<file path="src/rtl/leds_pkg.sv">
// Shared definitions for the LED command scheduler: state encoding,
// one-hot LED command constants and the LED count.
package leds_pkg;

  localparam int N_LEDS = 3;

  typedef enum logic [1:0] {
    ST_IDLE   = 2'd0,
    ST_MANUAL = 2'd1,
    ST_AUTO   = 2'd2
  } state_t;

  localparam logic [N_LEDS-1:0] LED_OFF = 3'b000;
  localparam logic [N_LEDS-1:0] LED0    = 3'b001;
  localparam logic [N_LEDS-1:0] LED1    = 3'b010;
  localparam logic [N_LEDS-1:0] LED2    = 3'b100;

endpackage

</file>
<file path="src/rtl/leds_sequencer_if.sv">
// Request/grant/command bundle between the input conditioning (master)
// and the LED scheduler (slave).
interface leds_sequencer_if;
  import leds_pkg::*;

  logic [N_LEDS-1:0] req;
  logic [N_LEDS-1:0] ack;
  logic [N_LEDS-1:0] cmd;
  logic              mode_auto;
  logic              busy;

  modport master (output req, input ack, input cmd, input mode_auto, input busy);
  modport slave  (input req, output ack, output cmd, output mode_auto, output busy);

endinterface

</file>
<file path="src/rtl/leds_sequencer_arb.sv">
// Three-way combinational round-robin picker. The search starts one
// position after ptr (ptr=2 wraps to bit 0); idx mirrors the grant and
// holds ptr when nothing is requested.
module rr_arbiter3
  import leds_pkg::*;
(
  input  logic [N_LEDS-1:0] request,
  input  logic [1:0]        ptr,
  output logic [N_LEDS-1:0] grant,
  output logic [1:0]        idx
);

  logic [1:0] start;
  logic [1:0] cand;
  logic       found;

  // Walk the three positions starting after the last winner, take the first hit.
  always_comb begin
    grant = LED_OFF;
    idx   = ptr;
    found = 1'b0;
    cand  = 2'd0;
    start = (ptr >= 2'd2) ? 2'd0 : ptr + 2'd1;
    for (int k = 0; k < N_LEDS; k++) begin
      cand = 2'((int'(start) + k) % N_LEDS);
      if (!found && request[cand]) begin
        found       = 1'b1;
        grant[cand] = 1'b1;
        idx         = cand;
      end
    end
  end

endmodule

</file>
<file path="src/rtl/leds_sequencer.sv">
// LED command scheduler: shares three LEDs between three requesters with
// round-robin arbitration, holds each manual grant for HOLD_CYCLES, and
// falls back to an automatic sequence after IDLE_TIMEOUT idle cycles.
// Build option: LEDS_SEQ_PINGPONG_EN selects a ping-pong automatic
// sequence (001,010,100,010,001,...) instead of the plain rotation.
//
// state     | meaning
// ----------+-----------------------------------------------------------
// ST_IDLE   | all LEDs off, counting idle cycles toward automatic mode
// ST_MANUAL | granted LED on for HOLD_CYCLES, other requests queued
// ST_AUTO   | automatic LED sequence, any request preempts it
module leds_sequencer
  import leds_pkg::*;
#(
  parameter int HOLD_CYCLES      = 25,
  parameter int AUTO_STEP_CYCLES = 10,
  parameter int IDLE_TIMEOUT     = 40
) (
  input logic             clk,
  input logic             reset,
  leds_sequencer_if.slave bus
);

  localparam int HW = $clog2(HOLD_CYCLES);
  localparam int SW = $clog2(AUTO_STEP_CYCLES);
  localparam int IW = $clog2(IDLE_TIMEOUT);

  localparam logic [HW-1:0] HOLD_TC = HW'(HOLD_CYCLES - 1);
  localparam logic [SW-1:0] STEP_TC = SW'(AUTO_STEP_CYCLES - 1);
  localparam logic [IW-1:0] IDLE_TC = IW'(IDLE_TIMEOUT - 1);

  state_t            state_q, state_d;
  logic [N_LEDS-1:0] cmd_q, cmd_d;
  logic [N_LEDS-1:0] ack_q, ack_d;
  logic              mode_auto_q, mode_auto_d;
  logic              busy_q, busy_d;
  logic [N_LEDS-1:0] pending_q, pending_d;
  logic [1:0]        ptr_q, ptr_d;
  logic [HW-1:0]     hold_q, hold_d;
  logic [SW-1:0]     step_q, step_d;
  logic [IW-1:0]     idle_q, idle_d;
`ifdef LEDS_SEQ_PINGPONG_EN
  logic              dir_down_q, dir_down_d;
`endif

  logic [N_LEDS-1:0] arb_req;
  logic [N_LEDS-1:0] arb_grant;
  logic [1:0]        arb_idx;
  logic [N_LEDS-1:0] auto_next;
  logic [N_LEDS-1:0] req_other;

  // Pending never holds the LED currently on, and a request for that LED
  // restarts its hold instead of reaching the arbiter at terminal count.
  assign arb_req   = bus.req | pending_q;
  assign req_other = bus.req & ~cmd_q;

  rr_arbiter3 u_arb (
    .request (arb_req),
    .ptr     (ptr_q),
    .grant   (arb_grant),
    .idx     (arb_idx)
  );

  // Next LED of the automatic sequence (and direction for ping-pong).
  always_comb begin
    auto_next = LED0;
`ifdef LEDS_SEQ_PINGPONG_EN
    dir_down_d = dir_down_q;
    unique case (cmd_q)
      LED0: begin auto_next = LED1; dir_down_d = 1'b0; end
      LED1: auto_next = dir_down_q ? LED0 : LED2;
      LED2: begin auto_next = LED1; dir_down_d = 1'b1; end
      default: begin auto_next = LED0; dir_down_d = 1'b0; end
    endcase
    if (state_q != ST_AUTO) begin
      dir_down_d = 1'b0;
    end else if (|bus.req || step_q != STEP_TC) begin
      dir_down_d = dir_down_q;
    end
`else
    unique case (cmd_q)
      LED0:    auto_next = LED1;
      LED1:    auto_next = LED2;
      default: auto_next = LED0;
    endcase
`endif
  end

  // FSM next state, counters, pending queue and registered outputs.
  always_comb begin
    state_d     = state_q;
    cmd_d       = cmd_q;
    ack_d       = LED_OFF;
    mode_auto_d = mode_auto_q;
    busy_d      = busy_q;
    pending_d   = pending_q;
    ptr_d       = ptr_q;
    hold_d      = hold_q;
    step_d      = step_q;
    idle_d      = idle_q;

    unique case (state_q)
      ST_IDLE: begin
        cmd_d       = LED_OFF;
        mode_auto_d = 1'b0;
        busy_d      = 1'b0;
        if (|bus.req) begin
          state_d   = ST_MANUAL;
          cmd_d     = arb_grant;
          ack_d     = arb_grant;
          busy_d    = 1'b1;
          pending_d = arb_req & ~arb_grant;
          ptr_d     = arb_idx;
          hold_d    = '0;
          idle_d    = '0;
        end else if (idle_q == IDLE_TC) begin
          state_d     = ST_AUTO;
          cmd_d       = LED0;
          mode_auto_d = 1'b1;
          step_d      = '0;
          idle_d      = '0;
        end else begin
          idle_d = idle_q + 1'b1;
        end
      end

      ST_MANUAL: begin
        if (|(bus.req & cmd_q)) begin
          hold_d    = '0;
          pending_d = pending_q | req_other;
        end else if (hold_q == HOLD_TC) begin
          hold_d = '0;
          if (|arb_req) begin
            cmd_d     = arb_grant;
            ack_d     = arb_grant;
            pending_d = arb_req & ~arb_grant;
            ptr_d     = arb_idx;
          end else begin
            state_d = ST_IDLE;
            cmd_d   = LED_OFF;
            busy_d  = 1'b0;
            idle_d  = '0;
          end
        end else begin
          hold_d    = hold_q + 1'b1;
          pending_d = pending_q | req_other;
        end
      end

      ST_AUTO: begin
        if (|bus.req) begin
          state_d     = ST_MANUAL;
          cmd_d       = arb_grant;
          ack_d       = arb_grant;
          mode_auto_d = 1'b0;
          busy_d      = 1'b1;
          pending_d   = LED_OFF;
          ptr_d       = arb_idx;
          hold_d      = '0;
          step_d      = '0;
        end else if (step_q == STEP_TC) begin
          step_d = '0;
          cmd_d  = auto_next;
        end else begin
          step_d = step_q + 1'b1;
        end
      end

      default: begin
        state_d     = ST_IDLE;
        cmd_d       = LED_OFF;
        mode_auto_d = 1'b0;
        busy_d      = 1'b0;
      end
    endcase
  end

  // State and output registers; ptr resets to 2 so the first search starts at LED0.
  always_ff @(posedge clk or negedge reset) begin
    if (!reset) begin
      state_q     <= ST_IDLE;
      cmd_q       <= LED_OFF;
      ack_q       <= LED_OFF;
      mode_auto_q <= 1'b0;
      busy_q      <= 1'b0;
      pending_q   <= LED_OFF;
      ptr_q       <= 2'd2;
      hold_q      <= '0;
      step_q      <= '0;
      idle_q      <= '0;
`ifdef LEDS_SEQ_PINGPONG_EN
      dir_down_q  <= 1'b0;
`endif
    end else begin
      state_q     <= state_d;
      cmd_q       <= cmd_d;
      ack_q       <= ack_d;
      mode_auto_q <= mode_auto_d;
      busy_q      <= busy_d;
      pending_q   <= pending_d;
      ptr_q       <= ptr_d;
      hold_q      <= hold_d;
      step_q      <= step_d;
      idle_q      <= idle_d;
`ifdef LEDS_SEQ_PINGPONG_EN
      dir_down_q  <= dir_down_d;
`endif
    end
  end

  assign bus.cmd       = cmd_q;
  assign bus.ack       = ack_q;
  assign bus.mode_auto = mode_auto_q;
  assign bus.busy      = busy_q;

endmodule
</file>
<file path="src/flat_wrapper.sv">
// flat-port wrapper written by rule: the top's interface ports become plain ports
module leds_sequencer_flat import leds_pkg::*;
#(
  parameter int HOLD_CYCLES      = 25,
  parameter int AUTO_STEP_CYCLES = 10,
  parameter int IDLE_TIMEOUT     = 40
)
  (clk, reset, bus_req, bus_ack, bus_cmd, bus_mode_auto, bus_busy);
  leds_sequencer_if bus_i ();
  input logic clk;
  input logic reset;
  input wire logic [$bits(bus_i.req)-1:0] bus_req;
  output wire logic [$bits(bus_i.ack)-1:0] bus_ack;
  output wire logic [$bits(bus_i.cmd)-1:0] bus_cmd;
  output wire logic [$bits(bus_i.mode_auto)-1:0] bus_mode_auto;
  output wire logic [$bits(bus_i.busy)-1:0] bus_busy;
  assign bus_i.req = bus_req;
  assign bus_ack = bus_i.ack;
  assign bus_cmd = bus_i.cmd;
  assign bus_mode_auto = bus_i.mode_auto;
  assign bus_busy = bus_i.busy;
  leds_sequencer #(.HOLD_CYCLES(HOLD_CYCLES), .AUTO_STEP_CYCLES(AUTO_STEP_CYCLES), .IDLE_TIMEOUT(IDLE_TIMEOUT)) u_core (.clk(clk), .reset(reset), .bus(bus_i));
endmodule
</file>
<file path="config.mk">
export PLATFORM = sky130hd
export DESIGN_NAME = leds_sequencer_flat
export DESIGN_NICKNAME = d
export VERILOG_FILES = /design/src/rtl/leds_pkg.sv /design/src/rtl/leds_sequencer_if.sv /design/src/rtl/leds_sequencer_arb.sv /design/src/rtl/leds_sequencer.sv /design/src/flat_wrapper.sv
export SDC_FILE = /design/constraint.sdc
export NUM_CORES = 1
export LEC_CHECK = 0
export CAP_MARGIN = 20
export CORE_ASPECT_RATIO = 0.7
export CORE_UTILIZATION = 40
export CTS_BUF_LIST = sky130_fd_sc_hd__clkbuf_4
export DETAILED_ROUTE_END_ITERATION = 7
export HOLD_SLACK_MARGIN = 0.06
export PLACE_DENSITY = 0.66
export SLEW_MARGIN = 25
export SYNTH_ARGS = -nofsm -noshare
export SYNTH_HDL_FRONTEND = slang
export SYNTH_SLANG_ARGS = --single-unit
</file>
<file path="constraint.sdc">
create_clock -name clk -period 3.6 [get_ports clk]
set_clock_uncertainty 0.15 [all_clocks]
set_input_delay 0.72 -clock clk [delete_from_list [all_inputs] [get_ports clk]]
set_output_delay 0.72 -clock clk [all_outputs]
set_load 0.01 [all_outputs]
</file>
### Word level (Yosys, flattened, before mapping)

Cells that the tools add are included.

| storage, ports and cells | value |
|---|---|
| register bits | 30 |
| logic and storage cells | 157 |

| operators by class | value |
|---|---|
| add/subtract/negate cells | 6 |
| divide/modulo/power cells | 3 |
| magnitude comparators | 7 |
| eq/ne operators | 19 |
| mux-type cells | 77 |
| bitwise gates (word level) | 10 |
| reduce and logical (&&, ||, !) cells | 25 |

Operators by type and width:

| cell | count |
|---|---|
| $mod A32 B3 Y32 const B | 2 |
| $mux W3 | 17 |
| $mod A3 B3 Y32 const B | 1 |
| $mux W6 | 5 |
| $mux W2 | 14 |
| $pmux W3 S3 | 2 |
| $mux W1 | 17 |
| $mux W4 | 4 |
| $mux W5 | 3 |
| $ne A2 B1 Y1 const B | 6 |
| $or A3 B3 Y3 | 4 |
| $pmux W3 S2 | 2 |
| $pmux W6 S2 | 1 |
| $reduce_and A4 Y1 | 3 |
| $pmux W5 S2 | 1 |
| $reduce_and A5 Y1 | 2 |
| $and A3 B3 Y3 | 3 |
| $lt A2 B3 Y1 const B | 3 |
| $reduce_or A3 Y1 | 3 |
| $pmux W4 S2 | 1 |
| $add A6 B1 Y6 const B | 1 |
| $bmux W1 S2 | 3 |
| $demux W1 S2 | 3 |
| $eq A6 B6 Y1 const B | 1 |
| other kinds (29) | 45 |

### Longest topological paths before layout

Gate-level depths: netlist of the first run.

| depth | value |
|---|---|
| depth in word-level cells | 18 |
| gate-level depth with buffers | 10 |

### Modules after synthesis

Synthesis of the first run repeated with hierarchy kept, for this count alone.

| unflattened totals | value |
|---|---|
| cells, all modules | 234 |
| area total of the unflattened synthesis | 2092.0 um^2 |

By module, submodules not included:

| module | times used | cells each | area each (um^2) | seq. area each (um^2) |
|---|---|---|---|---|
| leds_sequencer | 1 | 196 | 1865.5 | 752.0 |
| rr_arbiter3 | 1 | 38 | 226.5 | 0.0 |

### Worst setup path after synthesis of the first run

No wires, ideal clock.

| timing | value |
|---|---|
| path kind | input -> register |
| start | input port bus_req[1] |
| end | register u_core.ptr_q[0] |
| setup time | 0.121 ns |
| arrival time | 2.340 ns |
| slack | 0.989 ns |
| cell stages on the path | 6 |
| buffers on the path | 1 |
| cell sequence | buf_6 a222oi_1 a21oi_2 a2111oi_4 o41ai_1 a22o_1 |

| between the ends | value |
|---|---|
| cells in the longest elaborated chain, start to end | 14 |

RTL lines:

| item | RTL line | source |
|---|---|---|
| start, declared | flat_wrapper.sv:12 | `input wire logic [$bits(bus_i.req)-1:0] bus_req;` |
| $or A3 B3 Y3 | leds_sequencer.sv:54 | `assign arb_req = bus.req \| pending_q;` |
| $bmux W1 S2 | leds_sequencer_arb.sv:26 | `if (!found && request[cand]) begin` |
| $mux W1 (implied by the code) | leds_sequencer_arb.sv:26 |  |
| $mux W1 | leds_sequencer_arb.sv:26 |  |
| $logic_not A1 Y1 | leds_sequencer_arb.sv:26 |  |
| $logic_and A1 B1 Y1 | leds_sequencer_arb.sv:26 |  |
| $mux W1 | leds_sequencer_arb.sv:26 |  |
| $logic_not A1 Y1 | leds_sequencer_arb.sv:26 |  |
| $logic_and A1 B1 Y1 | leds_sequencer_arb.sv:26 |  |
| $mux W2 | leds_sequencer_arb.sv:26 |  |
| $mux W2 | leds_sequencer.sv:133 | `if (\|arb_req) begin` |
| $mux W2 | leds_sequencer.sv:131 | `end else if (hold_q == HOLD_TC) begin` |
| $mux W2 | leds_sequencer.sv:128 | `if (\|(bus.req & cmd_q)) begin` |
| $pmux W2 S2 | leds_sequencer.sv:102 | `unique case (state_q)` |
| end signal, assigned | leds_sequencer.sv:201 | `ptr_q <= ptr_d;` |
| end, declared | leds_sequencer.sv:38 | `logic [1:0] ptr_q, ptr_d;` |

Parallel ways exist; a longest one is shown, timed or not. The select of a mux whose other input is x is not followed.
A chain may end at the register's enable or synchronous reset.

### Final worst setup path of the first run

| timing | value |
|---|---|
| start | register u_core.ptr_q[1] |
| end | register u_core.cmd_q[2] (netlist: u_core.bus.cmd[2]) |

| between the ends | value |
|---|---|
| cells in the longest elaborated chain, start to end | 16 |

RTL lines:

| item | RTL line | source |
|---|---|---|
| $add A2 B1 Y2 / $ge A2 B2 Y1 (equally long branches) | leds_sequencer_arb.sv:23 | `start = (ptr >= 2'd2) ? 2'd0 : ptr + 2'd1;` |
| $mux W2 * | leds_sequencer_arb.sv:23 |  |
| $add A2 B1 Y3 / $mod A3 B3 Y32 (equally long branches) | leds_sequencer_arb.sv:25 | `cand = 2'((int'(start) + k) % N_LEDS);` |
| $mod A32 B3 Y32, or another cell as far along | leds_sequencer_arb.sv:25 |  |
| $lt A2 B3 Y1 (implied by the code), or another cell as far along | leds_sequencer_arb.sv:28 | `grant[cand] = 1'b1;` |
| $logic_and A1 B1 Y1 (implied by the code), or another cell as far along | leds_sequencer_arb.sv:28 |  |
| $mux W1 (implied by the code), or another cell as far along | leds_sequencer_arb.sv:28 |  |
| $demux W1 S2, or another cell as far along | leds_sequencer_arb.sv:28 |  |
| $or A3 B3 Y3 (no source line) / $mux W1 (equally long branches) | -- |  |
| $mux W3 / $logic_not A1 Y1 (equally long branches) | leds_sequencer_arb.sv:26 |  |
| $or A3 B3 Y3 (no source line) / $logic_and A1 B1 Y1 (equally long branches) | -- |  |
| $mux W3 * | leds_sequencer_arb.sv:26 |  |
| $mux W3 | leds_sequencer.sv:133 |  |
| $mux W3 | leds_sequencer.sv:131 |  |
| $mux W3 | leds_sequencer.sv:128 |  |
| $pmux W3 S3 * | leds_sequencer.sv:102 |  |
| end signal, assigned | leds_sequencer.sv:196 | `cmd_q <= cmd_d;` |
| end, declared | leds_sequencer.sv:33 | `logic [N_LEDS-1:0] cmd_q, cmd_d;` |

Every way passes the cells marked *; elsewhere a longest branch is shown, timed or not. The select of a mux whose other input is x is not followed.

==> flow_summary.ini, run 1 <==
[placed_design]
place_congestion = 0.884
placed_area_sq_mm = 0.00244
dp_hpwl_mm = 4.19
io_buffers = 12

[layout]
post-route-util_pct = 46.6
multiInputGateArea_sq_mm = 0.00137
area_growth_pct = 10.7
diodes = 0
seq_area_sq_um = 752
stdcell_area_sq_mm = 0.00249
fillers = 516
drive_above_1_share_pct = 12.0
nets = 297

[drt]
routed_via_density = 6.03
dr_wl_met3_um = 504
first_iter_violations = 244
wl_met2_mm = 2.30
drc = 0
antenna_left = 0
met1_length_mm = 2.87
wl_per_cell_um = 16.1
firstDrtPassIters = 5
wl_mm = 5.71
route.vias.total = 2142
highest_layer = met4

[floorplan]
start_util_pct = 42.1
core_area_sq_mm = 0.00534
die_area_sq_mm = 0.00593
die_x_um = 91.6
die_h_um = 64.7
pin_count = 13
rows = 22

[setup_path]
regToRegStartpoint = u_core.ptr_q[1]
worstPathRequired_ns = 3.73
end_kind = flip-flop
path_max_fanout = 18
cp.arrival_ns = 3.12
cp-start-kind = flip-flop
criticalPathCategory = flip-flop to flip-flop
startpoint = u_core.ptr_q[1]

[clocking]
clkTransAtPathRegs_ns = 0.10
clock-sinks = 30
insertion_delay_ns = 0.34
cts_setup_buffers = 0
clock_path_buffers = 2
htree_levels = 2
cts_hold_buf = 0
clockRootBuffer = clkbuf_4
cts_buffers = 5
cts_resized = 0
cts_tree = built

[sta]
final-hold-violation-count = 0
clock.fmax_mhz = 334
final_min_period_over_clock_period_pct = 83.2
rsz0062_at_grt = no
tightestPinTransition_ns = 0.763
slew_viol_final = 0
relSlewSlack_pct = 48.9
layout_min_cycle_time_ns = 3.00
setup_viol = 0
finalSetupTns_ns = 0

[outcome]
outcome = finished clean

[power]
pwr-share-seq_pct = 30.4
swShare_pct = 47.5
switchingPower_mw = 0.879
p_leak_nw = 0.986
clock_power_share_pct = 11.0
irDropWorstVdd_mv = 0.271
powerDensity_mw_per_mm2 = 743
share_comb_of_total_power_pct = 58.6
internal_power_mw = 0.971

[synth]
synth_warnings = 0
synthCells = 272
yosysSeqAreaShare_pct = 33.4
synth-edff-count = 0
synth_ff_type = dfrtp_1
syn_nets = 287
synth_seq_cells = 30
synth_area_sq_mm = 0.00225
syn_area_per_cell_sq_um = 8.27
async_reset_ff_share_pct = 100
ys_types = 63

[global_routing]
first_global_vias = 1960
overflow = 0
grt_max_degree = 31
grt_pass1_wl_mm = 9.80
grt_util_all_layers_pct = 21.0
antenna_found_initial = 0

[worst_hold_path]
hp-class = flip-flop to flip-flop
worstHoldStart = u_core.bus.mode_auto

[run]
maxCapViolations = 0
[cell type report]
cell class / count / area share, %
multi-input combinational: 212 / 55.1
sequential: 30 / 30.2
timing repair buffer: 18 / 6.63
tap: 72 / 3.62
inverter: 15 / 2.26
clock buffer: 6 / 1.81
clock inverter: 2 / 0.352
[kinds of logic (layout without fill, tap and decap cells)]
kind of cell               Yosys count  in the layout  synth area share [%]
AOI/OAI and AO/OA                   96             96                  28.9
xor gates and xnor gates             1              1                 0.389
adders and majority gates           10             10                  5.56
buffers and inverters               30             41                  5.51
DFF                                 30             30                  33.4
muxes                                6              6                  2.84
and+or+nand+nor                     99             99                  23.4
[critical path, cell delays in order, from the launching register on]
cell       delay, ns
dfstp_2         0.73
inv_1           0.15
nand2_1         0.11
ha_1            0.40
or3_1           0.48
a2111oi_0       0.59
o31a_1          0.19
o22a_1          0.13
[registers in the layout (all words and copies together) (netlist names)]
signal / count
u_core.bus.ack: 3
u_core.bus.busy: 1
u_core.bus.cmd: 3
u_core.bus.mode_auto: 1
u_core.hold_q: 5
u_core.idle_q: 6
u_core.pending_q: 3
u_core.ptr_q: 2
u_core.state_q: 2
u_core.step_q: 4
[power groups by stage]
stage | logic [mW] | clock network, mW | registers (mW)
finish | 1.08 | 0.203 | 0.563
global route | 1.21 | 0.225 | 0.572
CTS | 1.07 | 0.212 | 0.554
detailed placement | 1.07 | 0 | 0.560
global placement | 1.06 | 0 | 0.563
floorplan | 0.785 | 0 | 0.522
[cell usage in the layout, fill, tap and decap left out, drive strengths merged, types with 3 or more instances in the layout]
master         count
o21ai             32
dfrtp             29
nor2              22
nand2             20
a21oi             17
inv               15
clkdlybuf4s50     12
ha                10
nand3              9
o31ai              8
or2                7
nor3               6
clkbuf             6
buf                6
mux2i              6
nand2b             5
and2               4
a31o               4
nor2b              4
nor4               3
or4                3
a31oi              3
or3                3
a21boi             3
[Yosys cell counts (2+ instances only)]
cell type | count | area (sq um)
o211ai_1 | 2 | 15.0
o221ai_1 | 2 | 17.5
nor4_1 | 3 | 18.8
and2_1 | 4 | 25.0
ha_1 | 10 | 125
or2_2 | 7 | 43.8
o21ai_0 | 32 | 160
nand2b_1 | 5 | 31.3
a211oi_1 | 2 | 15.0
a21oi_1 | 16 | 80.1
o31a_1 | 2 | 17.5
nor3b_1 | 2 | 15.0
a221oi_1 | 2 | 17.5
nor2_1 | 22 | 82.6
nor2b_1 | 4 | 25.0
nand4_1 | 2 | 12.5
or3_1 | 2 | 12.5
inv_1 | 15 | 56.3
nand2_1 | 20 | 75.1
a21boi_0 | 2 | 15.0
nor3_1 | 6 | 30.0
o31ai_1 | 8 | 60.1
mux2i_1 | 5 | 50.1
clkbuf_1 | 11 | 41.3
or3b_2 | 2 | 17.5
a31oi_1 | 3 | 18.8
a31o_2 | 4 | 35.0
dfrtp_1 | 29 | 726
buf_2 | 3 | 15.0
or4_1 | 3 | 22.5
nand3_1 | 9 | 45.0
and3_1 | 2 | 12.5
[worst paths after layout]
check | endpoint | cells after the start | slack, ns
min in group asynchronous | u_core.hold_q[4] | 2 | 0.61
setup reg to reg | u_core.bus.cmd[2] | 7 | 0.60
max in group asynchronous | u_core.ptr_q[1] | 2 | 2.36
setup / recovery | u_core.bus.cmd[2] | 7 | 0.60
hold reg to reg | u_core.bus.mode_auto | 2 | 0.34
hold / removal | u_core.bus.mode_auto | 2 | 0.34
[layer usage]
metal	vias to the layer above	global-route usage, %
met5	-	0
met4	0	4.76
met3	7	6.22
met2	85	28.9
met1	1017	31.7
li1	1033	-
[metrics by stage]
stage                     cells  setup slack [ns]  hold WS (ns)  power, mW
final                       355             0.605         0.343       1.85
after global routing        355             0.368         0.386       2.00
after CTS                   355             0.676         0.351       1.84
after detailed placement    347             0.427         0.317       1.63
after global placement      347             0.491         0.311       1.62
after floorplan             272             0.989         0.274       1.31
Note: power is estimated with default switching activity, not from simulation.
==> run 2: changes to the inputs <==
--- a/config.mk
+++ b/config.mk
@@ -11,7 +11,7 @@
 export CTS_BUF_LIST = sky130_fd_sc_hd__clkbuf_4
 export DETAILED_ROUTE_END_ITERATION = 7
 export HOLD_SLACK_MARGIN = 0.06
-export PLACE_DENSITY = 0.66
+export PLACE_DENSITY = 0.68
 export SLEW_MARGIN = 25
 export SYNTH_ARGS = -nofsm -noshare
 export SYNTH_HDL_FRONTEND = slang
==> constraint.sdc (replaced) <==
create_clock -name clk -period 2.5 [get_ports clk]
set_clock_uncertainty 0.15 [all_clocks]
set_input_delay 0.5 -clock clk [delete_from_list [all_inputs] [get_ports clk]]
set_output_delay 0.5 -clock clk [all_outputs]
set_load 0.01 [all_outputs]
==> run 2 against run 1 <==
  * Critical path depth grew 1
  * Global-route usage grew 1.7 points
  * Setup slack lost 0.57 ns
  * Clock-buffer cell count shrank 1
  * Power grew 72%
  * Non-clock buffer count grew 50
  * Critical path type is now primary input to flip-flop
  * Sequential power grew 32%
  * First-iteration DRC count shrank 20%
  * Via count grew 6.9%
  * Wire length grew 9.6%
  * Flip-flop and latch count is the same
  * Sequential share of layout area shrank 4.6 points
==> flow_summary.ini, run 2 (synthesis gave the netlist of run 1 again) <==
[worst_hold_path]
min_path_cells = 1
hp-class = flip-flop to flip-flop
worstHoldStart = u_core.hold_q[4]

[placed_design]
pre_cts_slack_ns = -0.323
dpl.cell_count = 397
dp_hpwl_mm = 4.81
io_buffers = 12
placed_area_sq_mm = 0.00283
place_congestion = 0.873

[clocking]
htree_levels = 2
clockRootBuffer = clkbuf_4
cts_setup_buffers = 0
cts_tree = built
insertion_delay_ns = 0.34
clkTransAtPathRegs_ns = 0.09
cts_buffers = 5
clock-sinks = 30
clock_path_buffers = 2

[floorplan]
die_x_um = 91.6
die_area_sq_mm = 0.00593
rows = 22
pin_count = 13
start_util_pct = 42.1
die_h_um = 64.7
core_area_sq_mm = 0.00534

[drt]
wl_per_cell_um = 15.4
first_iter_violations = 195
route.vias.total = 2289
wl_mm = 6.26
firstDrtPassIters = 5
routed_via_density = 5.65
drc = 0
antenna_left = 0

[sta]
final-hold-violation-count = 0
setup_viol = 0
rsz0062_at_grt = no
layout_min_cycle_time_ns = 2.47
setup_ws_ns = 0.0342
tightestPinTransition_ns = 0.557
finalSetupTns_ns = 0
relSlewSlack_pct = 62.5
clock.fmax_mhz = 406
slew_viol_final = 0
whs_ns = 0.335
final_min_period_over_clock_period_pct = 98.6

[layout]
fillers = 512
fin_cells = 405
seq_area_sq_um = 752
final_common_cell = buf_4
area_growth_pct = 30.7
largest_registers = u_core.idle_q x6, u_core.hold_q x5, u_core.step_q x4
top_register = u_core.idle_q
post-route-util_pct = 55.1
drive_above_1_share_pct = 27.3
diodes = 0
final_cell_mix = buf_4, o21ai_0, dfrtp_1
nets = 347
stdcell_area_sq_mm = 0.00294
largest_register_ffs = 6
multiInputGateArea_sq_mm = 0.00143

[setup_path]
crit_chain = clkdlybuf4s50_1 > buf_4 > nor4_1 > buf_4 > a21oi_1 > a221oi_1 > a221oi_2 > o21a_1
worstPathRequired_ns = 2.58
cp.arrival_ns = 2.54
path_max_fanout = 5
crit_top_cell = buf_4
regToRegStartpoint = u_core.ptr_q[0]
worstRegToRegCells = 7
end_kind = flip-flop
max_stage_delay_ns = 0.50
startpoint = bus_req[2]
cp-start-kind = primary input
cpMaxStageDelayCell = clkdlybuf4s50_1
criticalPathCategory = primary input to flip-flop

[global_routing]
overflow = 0
first_global_vias = 2098
grt_pass1_wl_mm = 10.6
grt_util_all_layers_pct = 22.7
grt_max_degree = 31
antenna_found_initial = 0

[power]
irDropWorstVdd_mv = 0.439
p_leak_nw = 1.25
finalPower_mw = 3.19
powerDensity_mw_per_mm2 = 1080

[run]
maxCapViolations = 0

[outcome]
outcome = finished clean
## run 2: layout make-up
cell class	count	share of cell area (%)
clock inverter	3	0.553
sequential	30	25.6
timing repair buffer	68	18.9
tap	72	3.06
clock buffer	5	1.28
multi-input combinational	212	48.7
inverter	15	1.91
## run 2: final timing paths
path / end / slack [ns]
max: u_core.bus.cmd[1] / 0.03
min: u_core.hold_q[4] / 0.33
max reg2reg: u_core.bus.cmd[1] / 0.08
min reg2reg: u_core.hold_q[4] / 0.33
max in group asynchronous: u_core.ptr_q[1] / 1.48
min in group asynchronous: u_core.hold_q[2] / 0.39
## run 2: what timing repair did
item	in CTS	in global routing
pin swaps	1	3
hold buffers	0	0
resized for setup	6	5
setup endpoints to repair	6	9
endpoints found under the hold margin	0	0
## run 2: critical path, delay by kind of cell
family	cells	cell delay [ns]
simple gates	1	0.42
buf+inv	3	0.91
compound gates	4	0.71
## run 2: power breakdown
| part | internal, mW | switching, mW |
|---|---|---|
| Sequential | 0.618 | 0.122 |
| Clock | 0.104 | 0.181 |
| Combinational | 1.05 | 1.11 |
| Total | 1.77 | 1.41 |
## run 2: metal layers
layer	up-vias	share of wire, %	GRT usage, %
li1	1132	-	-
met1	1072	52	34.3
met2	79	41	33.3
met3	6	5.9	4.58
met4	0	0.62	4.17
met5	-	0	0
==> run 3: changes to the inputs <==
--- a/config.mk
+++ b/config.mk
@@ -10,9 +10,11 @@
 export CORE_UTILIZATION = 40
 export CTS_BUF_LIST = sky130_fd_sc_hd__clkbuf_4
 export DETAILED_ROUTE_END_ITERATION = 7
+export GPL_TIMING_DRIVEN = 0
 export HOLD_SLACK_MARGIN = 0.06
-export PLACE_DENSITY = 0.68
+export PLACE_DENSITY = 0.69
 export SLEW_MARGIN = 25
 export SYNTH_ARGS = -nofsm -noshare
 export SYNTH_HDL_FRONTEND = slang
+export SYNTH_HIERARCHICAL = 1
 export SYNTH_SLANG_ARGS = --single-unit
==> run 3 against run 2 <==
  * The run now ends with setup timing left
  * Combinational power shrank 17%
  * Critical path depth rose by 1
  * Non-clock buffer count decreased by 31
  * Largest cell class unchanged
  * Synthesized cell count fell by 14%
  * First-iteration DRC count fell by 23%
  * Area after synthesis is 7.0% lower
  * Fmax is 2.6% lower
  * Critical path type is now flip-flop to flip-flop
  * Global-route usage shrank 3.0 points
  * Critical endpoint is now u_core/bus.cmd[2]
  * Clock power grew 3%
  * Power decreased by 11%
  * Clock-buffer cell count is 1 higher
==> flow_summary.ini, run 3 <==
[outcome]
outcome = complete, but fails checks
violations = setup timing

[floorplan]
die_x_um = 88.4
start_util_pct = 42.6
die_h_um = 62.5
rows = 21
pin_count = 13
core_area_sq_mm = 0.00491
die_area_sq_mm = 0.00553

[sta]
finalSetupTns_ns = -0.0328
relSlewSlack_pct = 53.2
whs_ns = 0.365
setup_viol = 1
setup_ws_ns = -0.0328
layout_min_cycle_time_ns = 2.53
final_min_period_over_clock_period_pct = 101
tightestPinTransition_ns = 0.702
clock.fmax_mhz = 395
rsz0062_at_grt = yes
slew_viol_final = 0
final-hold-violation-count = 0

[drt]
routed_via_density = 5.69
drc = 0
first_iter_violations = 151
route.vias.total = 1930
firstDrtPassIters = 4
antenna_left = 0
highest_layer = met4
met1_length_mm = 2.71
wl_met2_mm = 2.27
dr_wl_met3_um = 288
wl_per_cell_um = 15.6
wl_mm = 5.28

[setup_path]
end_kind = flip-flop
worstRegToRegCells = 9
r2r_slack_ns = -0.03
criticalPathCategory = flip-flop to flip-flop
cp.arrival_ns = 2.60
worstReg2RegEnd = u_core/bus.cmd[2]
worstPathRequired_ns = 2.57
cp-start-kind = flip-flop
regToRegStartpoint = u_core/ptr_q[0]
path_max_fanout = 5

[clocking]
htree_levels = 2
clockRootBuffer = clkbuf_4
clkTransAtPathRegs_ns = 0.10
clock-sinks = 30
insertion_delay_ns = 0.33
cts_buffers = 5
clock_path_buffers = 2
cts_tree = built

[synth]
synth_common_cells = dfrtp_1, nand2_1, o21ai_0
yosysSeqAreaShare_pct = 35.9
ys_types = 62
synth.top_cell.area_share_pct = 34.7
synth_seq_cells = 30
synth_warnings = 6
synth_most_common_cell = dfrtp_1
synthCells = 234
async_reset_ff_share_pct = 100
synth_ff_type = dfrtp_1
synth.area.top_cells = dfrtp_1, ha_1, o21ai_0
syn_area_per_cell_sq_um = 8.94
syn_nets = 250
synth-edff-count = 0
synth_area_sq_mm = 0.00209
synth_top_area_cell = dfrtp_1

[global_routing]
grt_util_all_layers_pct = 19.8
grt_pass1_wl_mm = 8.51
antenna_found_initial = 0
grt_max_degree = 31
first_global_vias = 1760
overflow = 0

[power]
p_leak_nw = 1.10
finalPower_mw = 2.84
irDropWorstVdd_mv = 0.570
powerDensity_mw_per_mm2 = 1090

[layout]
top_register = u_core/idle_q
stdcell_area_sq_mm = 0.00261
drive_above_1_share_pct = 23.3
fillers = 445
final_common_cell = dfrtp_1
diodes = 0
largest_register_ffs = 6
largest_registers = u_core/idle_q x6, u_core/hold_q x5, u_core/step_q x4
post-route-util_pct = 53.2
area_growth_pct = 24.9
final_cell_mix = dfrtp_1, nand2_1, o21ai_0
nets = 285

[placed_design]
dp_hpwl_mm = 3.56
placed_area_sq_mm = 0.00230
io_buffers = 12
place_congestion = 0.822

[worst_hold_path]
hp-class = flip-flop to flip-flop
worstHoldStart = u_core/bus.mode_auto
min_to = u_core/bus.mode_auto
min_path_cells = 2

[run]
maxCapViolations = 0
[run 3: how the worst max path moves through the flow]
stage                     from           endpoint  slack, ns  depth (start not counted)
2_1_floorplan  u_core/ptr_q[0]  u_core/bus.cmd[0]       0.03                          7
3_3_place_gp        bus_req[0]  u_core/state_q[0]      -0.62                          4
3_5_place_dp        bus_req[0]  u_core/state_q[0]      -0.61                          4
4_1_cts        u_core/ptr_q[0]  u_core/bus.cmd[2]      0.007                          9
5_1_grt        u_core/ptr_q[0]  u_core/bus.cmd[2]      -0.14                          9
6_report       u_core/ptr_q[0]  u_core/bus.cmd[2]      -0.03                          9
[run 3: metal layers]
layer	global-route usage (%)	vias up
met5	0	-
met4	3.63	0
met3	4.23	2
met2	28.2	48
met1	30.5	936
li1	-	944
[run 3: area by class of cell]
class / count / area, sq um / share of cell area [%]
plain buffers: 9 / 73.8 / 2.82
clock buffers: 6 / 45.0 / 1.72
clock inverters: 2 / 8.76 / 0.335
inverters: 12 / 45.0 / 1.72
multi-input cells: 183 / 1360 / 52.1
flip-flops and latches: 30 / 752 / 28.8
well taps: 69 / 86.3 / 3.30
repair buffers: 28 / 240 / 9.19
[run 3: logic make-up (layout without fill, tap and decap cells)]
family / after synthesis / count (layout) / synth area share (%)
flops: 30 / 30 / 35.9
simple gates: 89 / 89 / 23.1
buf+inv: 21 / 57 / 4.96
xor+xnor: 5 / 5 / 2.09
mux: 3 / 3 / 1.55
compound gates: 75 / 75 / 25.7
fa+ha+maj: 11 / 11 / 6.58
[run 3: timing repair]
item                                    CTS  global route
setup buffers                             3            12
endpoints found under the setup margin   20             9
pin swaps                                 3             8
hold buffers                              1             0
gates resized for setup                  14            19
endpoints found under the hold margin     8             0
[run 3: where the power goes]
group	internal, mW	switching [mW]
clock	0.116	0.177
sequential	0.624	0.129
combinational	0.862	0.936
total	1.60	1.24
[run 3: worst max-delay path, stage by stage (launching register included)]
cell and delay (ns):
dfrtp_1 0.41, buf_6 0.13, or2_4 0.25, ha_4 0.24, or3b_4 0.43, o21ai_2 0.16, nand2_2 0.09, o22ai_4 0.14
nor2_2 0.07, o41ai_2 0.35
[run 3: per-stage QoR]
stage / worst slack, ns / instances
floorplan: 0.0267 / 234
global placement: -0.616 / 315
detailed placement: -0.607 / 315
CTS: 0.00693 / 327
global route: -0.140 / 339
finish: -0.0328 / 339
